[src/rtl/motion_diff_threshold_if.sv]
// Stream bundle between the background/current input FIFOs, the output FIFO
// and the difference stage. The stage connects through the slave modport.
interface motion_diff_threshold_if #(
  parameter int PIXEL_WIDTH = 8,
  parameter int LANES       = 4
);
  localparam int WORD_WIDTH = LANES * PIXEL_WIDTH;

  // Input side: two show-ahead FIFOs popped in lockstep.
  logic                  in_empty;
  logic [WORD_WIDTH-1:0] in_bg_dout;
  logic [WORD_WIDTH-1:0] in_cur_dout;
  logic                  in_rd_en;

  // Output side.
  logic                  out_full;
  logic                  out_wr_en;
  logic [WORD_WIDTH-1:0] out_din;

  modport master (
    output in_empty, in_bg_dout, in_cur_dout, out_full,
    input  in_rd_en, out_wr_en, out_din
  );

  modport slave (
    input  in_empty, in_bg_dout, in_cur_dout, out_full,
    output in_rd_en, out_wr_en, out_din
  );
endinterface

[src/rtl/motion_diff_threshold.sv]
// Multi-lane background subtraction: |cur - bg| per lane, emitted as a binary
// mask or raw magnitude, with a per-frame motion-pixel count.
module motion_diff_threshold #(
  parameter int PIXEL_WIDTH = 8,
  parameter int LANES       = 4,
  parameter int FRAME_WORDS = 97200,
  parameter int CNT_WIDTH   = $clog2(FRAME_WORDS * LANES + 1)
) (
  input  logic                   clock,
  input  logic                   reset,
  input  logic [PIXEL_WIDTH-1:0] threshold,
  input  logic                   mode,
  motion_diff_threshold_if.slave bus,
  output logic                   frame_done,
  output logic [CNT_WIDTH-1:0]   motion_count
);

  localparam int WORD_WIDTH = LANES * PIXEL_WIDTH;
  localparam int IDX_WIDTH  = $clog2(FRAME_WORDS);
  localparam int POP_WIDTH  = $clog2(LANES + 1);
  localparam logic [IDX_WIDTH-1:0] LAST_IDX = IDX_WIDTH'(FRAME_WORDS - 1);

  // Result register and frame bookkeeping.
  logic                   valid_q;
  logic [WORD_WIDTH-1:0]  data_q;
  logic [POP_WIDTH-1:0]   pop_q;
  logic [IDX_WIDTH-1:0]   cap_idx;
  logic [IDX_WIDTH-1:0]   wr_idx;
  logic [CNT_WIDTH-1:0]   acc;
  logic [PIXEL_WIDTH-1:0] thr_q;
  logic                   mode_q;

  logic                   accept;
  logic                   push;
  logic                   frame_start;
  logic [PIXEL_WIDTH-1:0] thr_eff;
  logic                   mode_eff;
  logic [PIXEL_WIDTH-1:0] lane_diff [LANES];
  logic [LANES-1:0]       lane_motion;
  logic [WORD_WIDTH-1:0]  data_next;
  logic [POP_WIDTH-1:0]   pop_next;

  // Holding reset low also holds the pop low, even with data waiting.
  assign accept = reset && !bus.in_empty && (!valid_q || !bus.out_full);
  assign push   = valid_q && !bus.out_full;

  assign bus.in_rd_en  = accept;
  assign bus.out_wr_en = push;
  assign bus.out_din   = data_q;

  // The first word of a frame already uses the freshly latched settings.
  assign frame_start = (cap_idx == '0);
  assign thr_eff     = frame_start ? threshold : thr_q;
  assign mode_eff    = frame_start ? mode : mode_q;

  for (genvar g = 0; g < LANES; g++) begin : g_lane
    logic [PIXEL_WIDTH-1:0] bg_px;
    logic [PIXEL_WIDTH-1:0] cur_px;
    logic [PIXEL_WIDTH:0]   delta;

    assign bg_px  = bus.in_bg_dout[g*PIXEL_WIDTH +: PIXEL_WIDTH];
    assign cur_px = bus.in_cur_dout[g*PIXEL_WIDTH +: PIXEL_WIDTH];
    // One extra bit keeps the sign, so the magnitude never wraps.
    assign delta  = {1'b0, cur_px} - {1'b0, bg_px};
    assign lane_diff[g]   = delta[PIXEL_WIDTH] ? PIXEL_WIDTH'(-delta)
                                               : delta[PIXEL_WIDTH-1:0];
    assign lane_motion[g] = (lane_diff[g] > thr_eff);
    assign data_next[g*PIXEL_WIDTH +: PIXEL_WIDTH] =
      mode_eff ? lane_diff[g] : {PIXEL_WIDTH{lane_motion[g]}};
  end

  always_comb begin
    // NOTE: assign a default before the loop so no path leaves pop_next unassigned (no latch).
    pop_next = '0;
    for (int i = 0; i < LANES; i++) begin
      pop_next = pop_next + POP_WIDTH'(lane_motion[i]);
    end
  end

  // Capture side: result register, capture index and latched settings.
  always_ff @(posedge clock or negedge reset) begin
    if (!reset) begin
      valid_q <= 1'b0;
      data_q  <= '0;
      pop_q   <= '0;
      cap_idx <= '0;
      thr_q   <= '0;
      mode_q  <= 1'b0;
    end else if (accept) begin
      // NOTE: sequential state uses non-blocking assignments so every register samples pre-edge values.
      valid_q <= 1'b1;
      data_q  <= data_next;
      pop_q   <= pop_next;
      cap_idx <= (cap_idx == LAST_IDX) ? '0 : cap_idx + 1'b1;
      if (frame_start) begin
        thr_q  <= threshold;
        mode_q <= mode;
      end
    end else if (push) begin
      valid_q <= 1'b0;
    end
  end

  // Write side: push index, motion accumulator and frame report.
  always_ff @(posedge clock or negedge reset) begin
    if (!reset) begin
      wr_idx       <= '0;
      acc          <= '0;
      motion_count <= '0;
      frame_done   <= 1'b0;
    end else begin
      frame_done <= 1'b0;
      if (push) begin
        if (wr_idx == LAST_IDX) begin
          wr_idx       <= '0;
          acc          <= '0;
          motion_count <= acc + CNT_WIDTH'(pop_q);
          frame_done   <= 1'b1;
        end else begin
          wr_idx <= wr_idx + 1'b1;
          acc    <= acc + CNT_WIDTH'(pop_q);
        end
      end
    end
  end

endmodule

[src/flat_wrapper.sv]
// flat-port wrapper written by rule: the top's interface ports become plain ports
module motion_diff_threshold_flat 
#(
  parameter int PIXEL_WIDTH = 8,
  parameter int LANES       = 4,
  parameter int FRAME_WORDS = 97200,
  parameter int CNT_WIDTH   = $clog2(FRAME_WORDS * LANES + 1)
)
  (clock, reset, threshold, mode, frame_done, motion_count, bus_in_empty, bus_in_bg_dout, bus_in_cur_dout, bus_out_full, bus_in_rd_en, bus_out_wr_en, bus_out_din);
  motion_diff_threshold_if #(.PIXEL_WIDTH(PIXEL_WIDTH), .LANES(LANES)) bus_i ();
  input  logic clock;
  input  logic reset;
  input  logic [PIXEL_WIDTH-1:0] threshold;
  input  logic mode;
  output logic frame_done;
  output logic [CNT_WIDTH-1:0] motion_count;
  input wire logic [$bits(bus_i.in_empty)-1:0] bus_in_empty;
  input wire logic [$bits(bus_i.in_bg_dout)-1:0] bus_in_bg_dout;
  input wire logic [$bits(bus_i.in_cur_dout)-1:0] bus_in_cur_dout;
  input wire logic [$bits(bus_i.out_full)-1:0] bus_out_full;
  output wire logic [$bits(bus_i.in_rd_en)-1:0] bus_in_rd_en;
  output wire logic [$bits(bus_i.out_wr_en)-1:0] bus_out_wr_en;
  output wire logic [$bits(bus_i.out_din)-1:0] bus_out_din;
  assign bus_i.in_empty = bus_in_empty;
  assign bus_i.in_bg_dout = bus_in_bg_dout;
  assign bus_i.in_cur_dout = bus_in_cur_dout;
  assign bus_i.out_full = bus_out_full;
  assign bus_in_rd_en = bus_i.in_rd_en;
  assign bus_out_wr_en = bus_i.out_wr_en;
  assign bus_out_din = bus_i.out_din;
  motion_diff_threshold #(.PIXEL_WIDTH(PIXEL_WIDTH), .LANES(LANES), .FRAME_WORDS(FRAME_WORDS), .CNT_WIDTH(CNT_WIDTH)) u_core (.clock(clock), .reset(reset), .threshold(threshold), .mode(mode), .bus(bus_i), .frame_done(frame_done), .motion_count(motion_count));
endmodule
[config.mk]
export PLATFORM = sky130hd
export DESIGN_NAME = motion_diff_threshold_flat
export DESIGN_NICKNAME = d
export VERILOG_FILES = /design/src/rtl/motion_diff_threshold_if.sv /design/src/rtl/motion_diff_threshold.sv /design/src/flat_wrapper.sv
export SDC_FILE = /design/constraint.sdc
export NUM_CORES = 1
export LEC_CHECK = 0
export ABC_AREA = 1
export CORE_ASPECT_RATIO = 0.8
export CORE_UTILIZATION = 47
export CTS_CLUSTER_DIAMETER = 50
export DETAILED_ROUTE_END_ITERATION = 8
export PLACE_DENSITY_LB_ADDON = 0.08
export SYNTH_ARGS = -nofsm -noshare
export SYNTH_HDL_FRONTEND = slang
export SYNTH_SLANG_ARGS = --single-unit
export TNS_END_PERCENT = 100
[constraint.sdc]
create_clock -name clock -period 3.6 [get_ports clock]
set_input_delay 0.9 -clock clock [delete_from_list [all_inputs] [get_ports clock]]
set_output_delay 0.9 -clock clock [all_outputs]
set_load 0.1 [all_outputs]
== After elaboration in Yosys (flattened, before gate mapping) ==
Cells that the tools add are included.

* Mux-type cells: 17
* Equality and inequality tests: 2
* Reductions and logical operators: 10
* Magnitude comparators: 4
* Add/sub/neg operators: 14

{| class="wikitable"
|+ Operators with widths
! operator !! count
|-
| $mux 8 || 9
|-
| $sub 8x8->9 || 4
|-
| $add 17x1->17 const B || 2
|-
| $eq 17x17->1 const B || 2
|-
| $mux 17 || 2
|-
| $gt 8x8->1 || 4
|-
| $neg 8->8 || 4
|-
| $add 19x3->19 || 1
|-
| $mux 19 || 1
|-
| $logic_not 17->1 || 1
|-
| $add 3x1->3 || 2
|-
| $mux 1 || 5
|-
| $logic_and 1x1->1 || 3
|-
| $logic_not 1->1 || 3
|-
| $add 1x1->2 || 1
|-
| $reduce_and 2->1 || 1
|-
| $reduce_bool 2->1 || 1
|-
| $logic_or 1x1->1 || 1
|}

* Register bits after elaboration: 118
* Word-level logic and storage cells: 57
* Input port bits: 77

== Logic depth before layout (Yosys ltp) ==
Gate-level depths: netlist (run 1).

* Word-level depth: 7
* Gate-level depth with buffers: 27
* Mapped depth without buffers: 27

== Worst setup path before layout (run 1) ==
OpenSTA, ideal clock, no wires.

* Kind: in2reg
* From: input port bus_in_cur_dout[0]
* To: register u_core.pop_q[1]
* Path buffers: 0
* Stages: 27
* Path slack: -0.690 ns
* Data arrival time: 4.157 ns
* Cells stage by stage: inv_1 ha_1 fa_1 inv_1 nand2_1 nand2_1 nand2_1 nand2_1 nand2_1 nor2_1 nand3_1 nand2_1 nand2_1 nand2_1 inv_1 ha_1 nand2_1 nor2_1 a211oi_1 nand2_1 nand2_1 inv_1 ha_1 fa_1 ha_1 nand2_1 o21ai_0

* Word-level cells in the longest chain between the ends: 7

{| class="wikitable"
|+ RTL lines
! item !! RTL line !! RTL
|-
| start, declared || flat_wrapper.sv:19 || <nowiki>input wire logic [$bits(bus_i.in_cur_dout)-1:0] bus_in_cur_dout;</nowiki>
|-
| $sub 8x8->9 * || motion_diff_threshold.sv:64 || <nowiki>assign delta = {1'b0, cur_px} - {1'b0, bg_px};</nowiki>
|-
| $neg 8->8 || motion_diff_threshold.sv:65 || <nowiki>assign lane_diff[g] = delta[PIXEL_WIDTH] ? PIXEL_WIDTH'(-delta)</nowiki>
|-
| $mux 8 * || motion_diff_threshold.sv:65 ||
|-
| $gt 8x8->1 * || motion_diff_threshold.sv:67 || <nowiki>assign lane_motion[g] = (lane_diff[g] > thr_eff);</nowiki>
|-
| $add 1x1->2 * || motion_diff_threshold.sv:76 || <nowiki>pop_next = pop_next + POP_WIDTH'(lane_motion[i]);</nowiki>
|-
| $add 3x1->3 * (2 in series) || motion_diff_threshold.sv:76 ||
|-
| via u_core.pop_next[1] || motion_diff_threshold.sv:41 || <nowiki>logic [POP_WIDTH-1:0] pop_next;</nowiki>
|-
| end signal, assigned || motion_diff_threshold.sv:93 || <nowiki>pop_q <= pop_next;</nowiki>
|-
| end, declared || motion_diff_threshold.sv:26 || <nowiki>logic [POP_WIDTH-1:0] pop_q;</nowiki>
|}

The timed path passes the listed nets; every way through them passes the cells marked *.
A chain may end at the register's enable or synchronous reset.

== Worst setup path after layout (run 1) ==
* From: input port bus_in_bg_dout[13]
* To: register u_core.pop_q[1]

* Word-level cells in the longest chain between the ends: 7

{| class="wikitable"
|+ RTL lines
! item !! RTL line !! RTL
|-
| start, declared || flat_wrapper.sv:18 || <nowiki>input wire logic [$bits(bus_i.in_bg_dout)-1:0] bus_in_bg_dout;</nowiki>
|-
| $sub 8x8->9 * || motion_diff_threshold.sv:64 ||
|-
| $neg 8->8 || motion_diff_threshold.sv:65 ||
|-
| $mux 8 * || motion_diff_threshold.sv:65 ||
|-
| $gt 8x8->1 * || motion_diff_threshold.sv:67 ||
|-
| $add 1x1->2 * || motion_diff_threshold.sv:76 ||
|-
| $add 3x1->3 * (2 in series) || motion_diff_threshold.sv:76 ||
|-
| via u_core.pop_next[1] || motion_diff_threshold.sv:41 ||
|}

Marked as above.

==> out/results.txt, run 1 <==
Worst Setup Path Type = input port to flop
syn_nets = 1447
global-route wire length before repair = 39500 um
# diodes = 0
max_slew headroom = 36.1%
Worst setup SP type = input port
Vias/cell = 4.94
Worst-Margin Slew = 956 ps
final period utilization = 112%
CTS clock-pin slew for the worst setup and hold paths = 60 ps
Setup violations, final = 3
register-to-register setup slack = 60 ps
final instance area = 13300 sq um
clock share of power = 21.7%
placed cell area = 11500 sq um
initial cell density of the core = 48.0%
top cells by area, synth = dfrtp_1 (32%), nand2_1 (16%), ha_1 (10%), inv_1 (8.1%), nand3_1 (5.9%)
Seq/Total Area, Yosys = 32.4%
total of max-cap violations = 0
arrival time worst endpoint = 4350 ps
Core Region = 19000 sq um
status = finished with violations
Max Freq = 247 MHz
drt total wl = 24200 um
cell taking the most area after synthesis = dfrtp_1
Reg-to-Reg End = u_core.pop_q[1]
CP max FO = 3
Critical path destination = u_core.pop_q[1]
Top FF cell, synth = dfrtp_1
vias in the first global route = 8560
CTS tree = yes
Final Util = 70.1%
Synth Cell Area = 9100 sq um
Post-synth EDFFs = 0
CTS H-Tree Depth = 4
combinational share of power = 54.8%
Filler Cell Count = 1551
most frequent cell after synthesis = nand2_1
# IOs = 131
first-pass detailed-route iteration total = 5
final weighted congestion in routability-driven placement = 0.917
number of synthesized register bits = 118
synth unique cells = 47
# DRC = 0
CP Launch Point = bus_in_bg_dout[13]
CP required = 3910 ps
Detail Route Antenna Nets = 0
Ys Warns = 0
peak supply drop = 0.000845 V
clk buf depth = 2
via count = 9060
cts hold-fix bufs = 0
CP endpoint kind = flop
row cnt = 45
# nets final = 1723
total CTS buffers = 17
port buffer count = 130
power per cell area = 628 nW/um^2
area grow syn2layout = 46.2%
FFs w/ async S/R, synth = 100%
Pwr Total = 8.36 mW
Global Route Usage Sum = 24.7%
Sink Count = 118
Hold WC Path Type = flop to flop
largest net degree at the start of global routing = 74
grt total ovfl = 0
Layout Skew = 10.3 ps
worst r2r src = u_core.cap_idx[1]
Int Power = 4.46 mW
Final HPWL DP = 17200 um
hold slack = 477 ps
violated checks = setup timing
final slew viol count = 0
Synth top cells by count = nand2_1 (397), inv_1 (196), dfrtp_1 (118), nand3_1 (107), nor2_1 (77)
Reg power frac = 23.5%
Die Y = 126 um
Pleak = 6.82 nW
initial antenna violation count = 0
fin crit period = 4040 ps
Skew-Pair Late Insertion Delay = 430 ps
Final Hold Fails = 0
worst r2r path cells = 20
P_sw = 3.91 mW
CTS root buffer = clkbuf_16
Gate Count Post-Synth = 1288
Setup WS post-layout = -441 ps
layout cells sized above 1 = 31.3%
syn avg cell area = 7.07 sq um
Die ar. = 19900 sq um
Yosys top cell area share = 32.4%
drt wl/cell = 13.2 um
Initial DRC Count = 584
unrepaired setup endpoints after global routing = yes
die width = 158 um
Net Sw Frac = 46.7%
==> layer usage <==
metal  GRT usage [%]  up-vias  share of wire [%]
li1                -     4699                  -
met1            34.9     4137                 48
met2            38.6      199                 46
met3            4.44       25                4.0
met4            6.91        0                1.6
met5               0        -                  0
==> placed cells by master, fill, tap and decap left out, types with 41 or more instances in the layout <==
| master | synthesis | layout |
|---|---|---|
| nand2_1 | 397 | 347 |
| buf_4 | 3 | 196 |
| inv_1 | 196 | 159 |
| dfrtp_1 | 118 | 118 |
| nand3_1 | 107 | 85 |
| nor2_1 | 77 | 57 |
| inv_2 | 15 | 51 |
| clkdlybuf4s50_1 | 0 | 51 |
| nand2_2 | 0 | 47 |
| nand4_1 | 41 | 41 |
==> per-stage QoR <==
| stage | setup WS [ps] | TNS (ps) | std cells |
|---|---|---|---|
| after detailed placement | -1450 | -22060 | 1783 |
| after floorplan | -569 | -1530 | 1288 |
| final | -441 | -1080 | 1835 |
| after global placement | -1400 | -21060 | 1783 |
| after global routing | -627 | -3160 | 1835 |
| after CTS | -363 | -861 | 1829 |
==> worst min path at each step <==
stage,start,depth (start not counted),slack (ps),to
after floorplan,u_core.thr_q[0],2,440,u_core.thr_q[0]
after global placement,u_core.thr_q[0],2,460,u_core.thr_q[0]
after detailed placement,u_core.thr_q[0],2,460,u_core.thr_q[0]
after CTS,u_core.thr_q[0],2,480,u_core.thr_q[0]
after global routing,u_core.thr_q[0],2,490,u_core.thr_q[0]
final,u_core.motion_count[12],2,480,u_core.motion_count[12]
==> registers in the layout (all words and copies together), names as in the netlist <==
signal / count
u_core.acc: 19
u_core.bus.out_din: 32
u_core.cap_idx: 17
u_core.frame_done: 1
u_core.mode_q: 1
u_core.motion_count: 19
u_core.pop_q: 3
u_core.thr_q: 8
u_core.valid_q: 1
u_core.wr_idx: 17
==> worst max-delay path, stage by stage <==
cell and delay, ps:
clkdlybuf4s50_1 450, inv_1 60, ha_4 270, buf_4 110
nand2_1 60, nor2_1 130, nand3_1 160, nand2_1 100
nand2_1 50, nand2_1 70, inv_1 40, nand2_1 70
nand2_2 70, ha_4 230, nand2_1 80, nor2_2 40
a211oi_2 210, nand2_1 90, nand2_2 110, inv_2 60
ha_4 240, fa_2 400, ha_4 240, nand2_2 60
o21ai_2 40
==> cells by family after synthesis <==
| group | Yosys count | share of synthesized area, % |
|---|---|---|
| and+or+nand+nor | 684 | 34.0 |
| buffers and inverters | 236 | 10.2 |
| AOI/OAI and AO/OA | 130 | 7.90 |
| DFF | 118 | 32.4 |
| adders and majority gates | 82 | 11.8 |
| xor gates and xnor gates | 37 | 3.56 |
| muxes | 1 | 0.124 |
==> layout make-up <==
type	count	area, sq um	area share, %
clock inverter	9	140	1.05
tap	258	323	2.43
inverter	215	830	6.23
multi-input combinational	934	6230	46.8
sequential	118	2950	22.2
timing repair buffer	278	2340	17.6
clock buffer	23	498	3.74
==> power by group through the flow <==
| stage | combinational (mW) | sequential [mW] | clock, mW |
|---|---|---|---|
| after floorplan | 1.58 | 3.23 | 0 |
| after global placement | 4.03 | 1.97 | 0 |
| after detailed placement | 4.09 | 1.97 | 0 |
| after CTS | 4.30 | 1.95 | 1.84 |
| after global routing | 4.96 | 2.00 | 1.90 |
| final | 4.59 | 1.96 | 1.81 |
==> what timing repair did <==
item                                    in CTS  in global routing
buffers inserted                            14                  7
endpoints found under the hold margin        0                  0
resized for setup                          116                163
endpoints found under the setup margin      35                 27
pin swaps                                   76                 96
No activity file was read; power rests on OpenSTA's default activity.
==> run 2, diff against run 1 <==
--- a/config.mk
+++ b/config.mk
@@ -6,6 +6,7 @@
 export NUM_CORES = 1
 export LEC_CHECK = 0
 export ABC_AREA = 1
+export CAP_MARGIN = 10
 export CORE_ASPECT_RATIO = 0.8
 export CORE_UTILIZATION = 47
 export CTS_CLUSTER_DIAMETER = 50
==> constraint.sdc (replaced) <==
create_clock -name clock -period 4.9 [get_ports clock]
set_input_delay 1.225 -clock clock [delete_from_list [all_inputs] [get_ports clock]]
set_output_delay 1.225 -clock clock [all_outputs]
set_load 0.1 [all_outputs]
==> out/results.txt, run 2 (synthesis gave the netlist of run 1 again) <==
final slew viol count = 0 (unchanged)
row cnt = 45 (unchanged)
initial antenna violation count = 0 (unchanged)
port buffer count = 130 (unchanged)
Detail Route Antenna Nets = 0 (unchanged)
Vias/cell = 4.93 (-0.24%)
Pwr Total = 5.70 mW (-32%)
commonest non-fill, non-tap cell in the layout = nand2_1
clk buf depth = 2 (unchanged)
Worst setup SP type = input port
CTS root buffer = clkbuf_16
via count = 8610 (-5.0%)
final period utilization = 95.7%
drt total wl = 21800 um (-9.9%)
register-to-register setup slack = 1270 ps (+1210 ps)
area grow syn2layout = 30.5%
Hold Startpoint = u_core.motion_count[16]
CP max FO = 3 (unchanged)
Final HPWL DP = 16300 um (-5.1%)
met3 wire len = 848 um (-13%)
cts hold-fix bufs = 0 (unchanged)
hold slack = 477 ps (-0.746 ps)
Die ar. = 19900 sq um (unchanged)
placed cell area = 11100 sq um (-3.9%)
Sink Count = 118 (unchanged)
multi-input logic area = 5410 sq um (-13%)
status = complete, no violations
# DRC = 0 (unchanged)
fin crit period = 4690 ps
total CTS buffers = 17 (unchanged)
initial cell density of the core = 48.0% (unchanged)
layout cells sized above 1 = 12.6% (-19 points)
grt total ovfl = 0 (unchanged)
vias in the first global route = 7752 (-9.4%)
Global Route Usage Sum = 22.9% (-1.8 points)
global-route wire length before repair = 36400 um (-7.8%)
Pleak = 6.13 nW (-10%)
Min-Delay Endpoint = u_core.motion_count[16]
# IOs = 131 (unchanged)
Worst-Margin Slew = 1080 ps (+122 ps)
Core Region = 19000 sq um (unchanged)
CP endpoint kind = flop
first-pass detailed-route iteration total = 4 (-1)
worst r2r path cells = 20 (unchanged)
max_slew headroom = 28.0% (-8.1 points)
arrival time worst endpoint = 5000 ps (+650 ps)
Filler Cell Count = 1778 (+15%)
Setup TNS = 0 ps (+1080 ps)
CTS H-Tree Depth = 4 (unchanged)
peak supply drop = 0.000650 V (-23%)
CTS clock-pin slew for the worst setup and hold paths = 60 ps (about the same)
Hold WC Path Type = flop to flop
power per cell area = 480 nW/um^2 (-24%)
final instance area = 11900 sq um (-11%)
Register Area = 2950 sq um (unchanged)
worst r2r src = u_core.cap_idx[0]
final weighted congestion in routability-driven placement = 0.877 (-4.4%)
CTS tree = yes
Skew-Pair Late Insertion Delay = 420 ps (about the same)
total of max-cap violations = 0 (unchanged)
# nets final = 1636 (-5.0%)
Worst Setup Path Type = input port to flop
worst hold path depth = 2 (unchanged)
top routing layer in use = met4
CP required = 5210 ps (+1300 ps)
# diodes = 0 (unchanged)
most frequent cells in the layout = nand2_1 (384), inv_1 (191), clkdlybuf4s50_1 (126), dfrtp_1 (118), nand3_1 (102)
Setup violations, final = 0 (-3)
Max Freq = 213 MHz
Reg-to-Reg End = u_core.pop_q[1]
met1 WL = 10900 um (-6.8%)
drt wl/cell = 12.5 um (-5.4%)
met2 wire length = 9820 um (-12%)
Layout Skew = 8.40 ps (-1.94 ps)
max FFs per register = 32 (unchanged)
die width = 158 um (unchanged)
Initial DRC Count = 510 (-13%)
Final Hold Fails = 0 (unchanged)
largest net degree at the start of global routing = 71 (-4.1%)
Die Y = 126 um (unchanged)
-- run 2: cell types whose count changed in the layout (fill, tap and decap cells not counted), moves of 9 or more --
cell	change
nand3_1	+17
nand2_1	+37
buf_4	-134
inv_1	+32
inv_2	-31
nor2_1	+13
a21oi_2	-17
dlymetal6s2s_1	-9
clkdlybuf4s50_1	+75
ha_1	+31
nand3_2	-16
a21oi_1	+19
nand2_2	-34
ha_4	-30
-- run 2: what timing repair did --
action | CTS | global route
setup endpoints to repair | 1 | 3
setup buffers | 0 | 2
gates resized for setup | 1 | 50
pin swaps | 0 | 27
-- run 2: worst max path at each step --
stage / startpoint / depth (start not counted) / to / slack [ps]
2_1_floorplan: bus_in_cur_dout[0] / 27 / u_core.pop_q[1] / 290
3_3_place_gp: bus_in_cur_dout[8] / 25 / u_core.pop_q[1] / -380
6_report: bus_in_cur_dout[8] / 23 / u_core.pop_q[1] / 210
4_1_cts: bus_in_cur_dout[0] / 25 / u_core.pop_q[1] / 2
3_5_place_dp: bus_in_cur_dout[8] / 25 / u_core.pop_q[1] / -460
5_1_grt: bus_in_cur_dout[8] / 23 / u_core.pop_q[1] / -10
-- run 2: report_power, final --
group / internal, mW / switching [mW] / total (mW)
clock: 0.780 / 0.492 / 1.27
combinational: 0.960 / 2.03 / 2.99
sequential: 1.23 / 0.205 / 1.43
total: 2.97 / 2.73 / 5.70
-- run 2: through the flow --
step           instances  setup slack (ps)  util, %
5_1_grt             1748             -14.5     62.6
3_3_place_gp        1714              -384     58.4
3_5_place_dp        1714              -460     58.4
6_report            1748               209     62.6
2_1_floorplan       1288               285        -
4_1_cts             1746              1.85     61.5
-- run 2: cell type report --
| type | instances | share of cell area (%) |
|---|---|---|
| timing repair buffer | 191 | 15.0 |
| tap | 258 | 2.72 |
| sequential | 118 | 24.9 |
| multi-input combinational | 934 | 45.5 |
| clock inverter | 13 | 1.21 |
| inverter | 215 | 6.91 |
| clock buffer | 19 | 3.81 |
-- run 2: critical path, stage by stage --
cell             delay, ps
clkdlybuf4s50_1        450
inv_1                   40
ha_2                   190
fa_2                   610
nand2_1                 80
nor2_2                 140
nand3_1                100
nor2_2                 120
o21ai_0                 90
nand2_1                 70
inv_1                   60
ha_1                   290
a21oi_1                150
nor2_1                  60
a211oi_2               160
nand2_1                 80
nand2_2                110
inv_2                   50
ha_4                   210
fa_2                   350
ha_4                   250
nand2_2                 60
o21ai_2                 40
-- run 2: layer usage --
layer,global-route usage (%),vias to the layer above
met3,4.10,14
li1,-,4512
met2,36.4,160
met4,6.05,0
met1,32.1,3924
met5,0,-
==> run 3, diff against run 2 <==
--- a/config.mk
+++ b/config.mk
@@ -9,7 +9,7 @@
 export CAP_MARGIN = 10
 export CORE_ASPECT_RATIO = 0.8
 export CORE_UTILIZATION = 47
-export CTS_CLUSTER_DIAMETER = 50
+export CTS_CLUSTER_DIAMETER = 100
 export DETAILED_ROUTE_END_ITERATION = 8
 export PLACE_DENSITY_LB_ADDON = 0.08
 export SYNTH_ARGS = -nofsm -noshare
==> results of run 3 <==
Same layout as run 2: the final DEF is identical, and so are final timing and power.
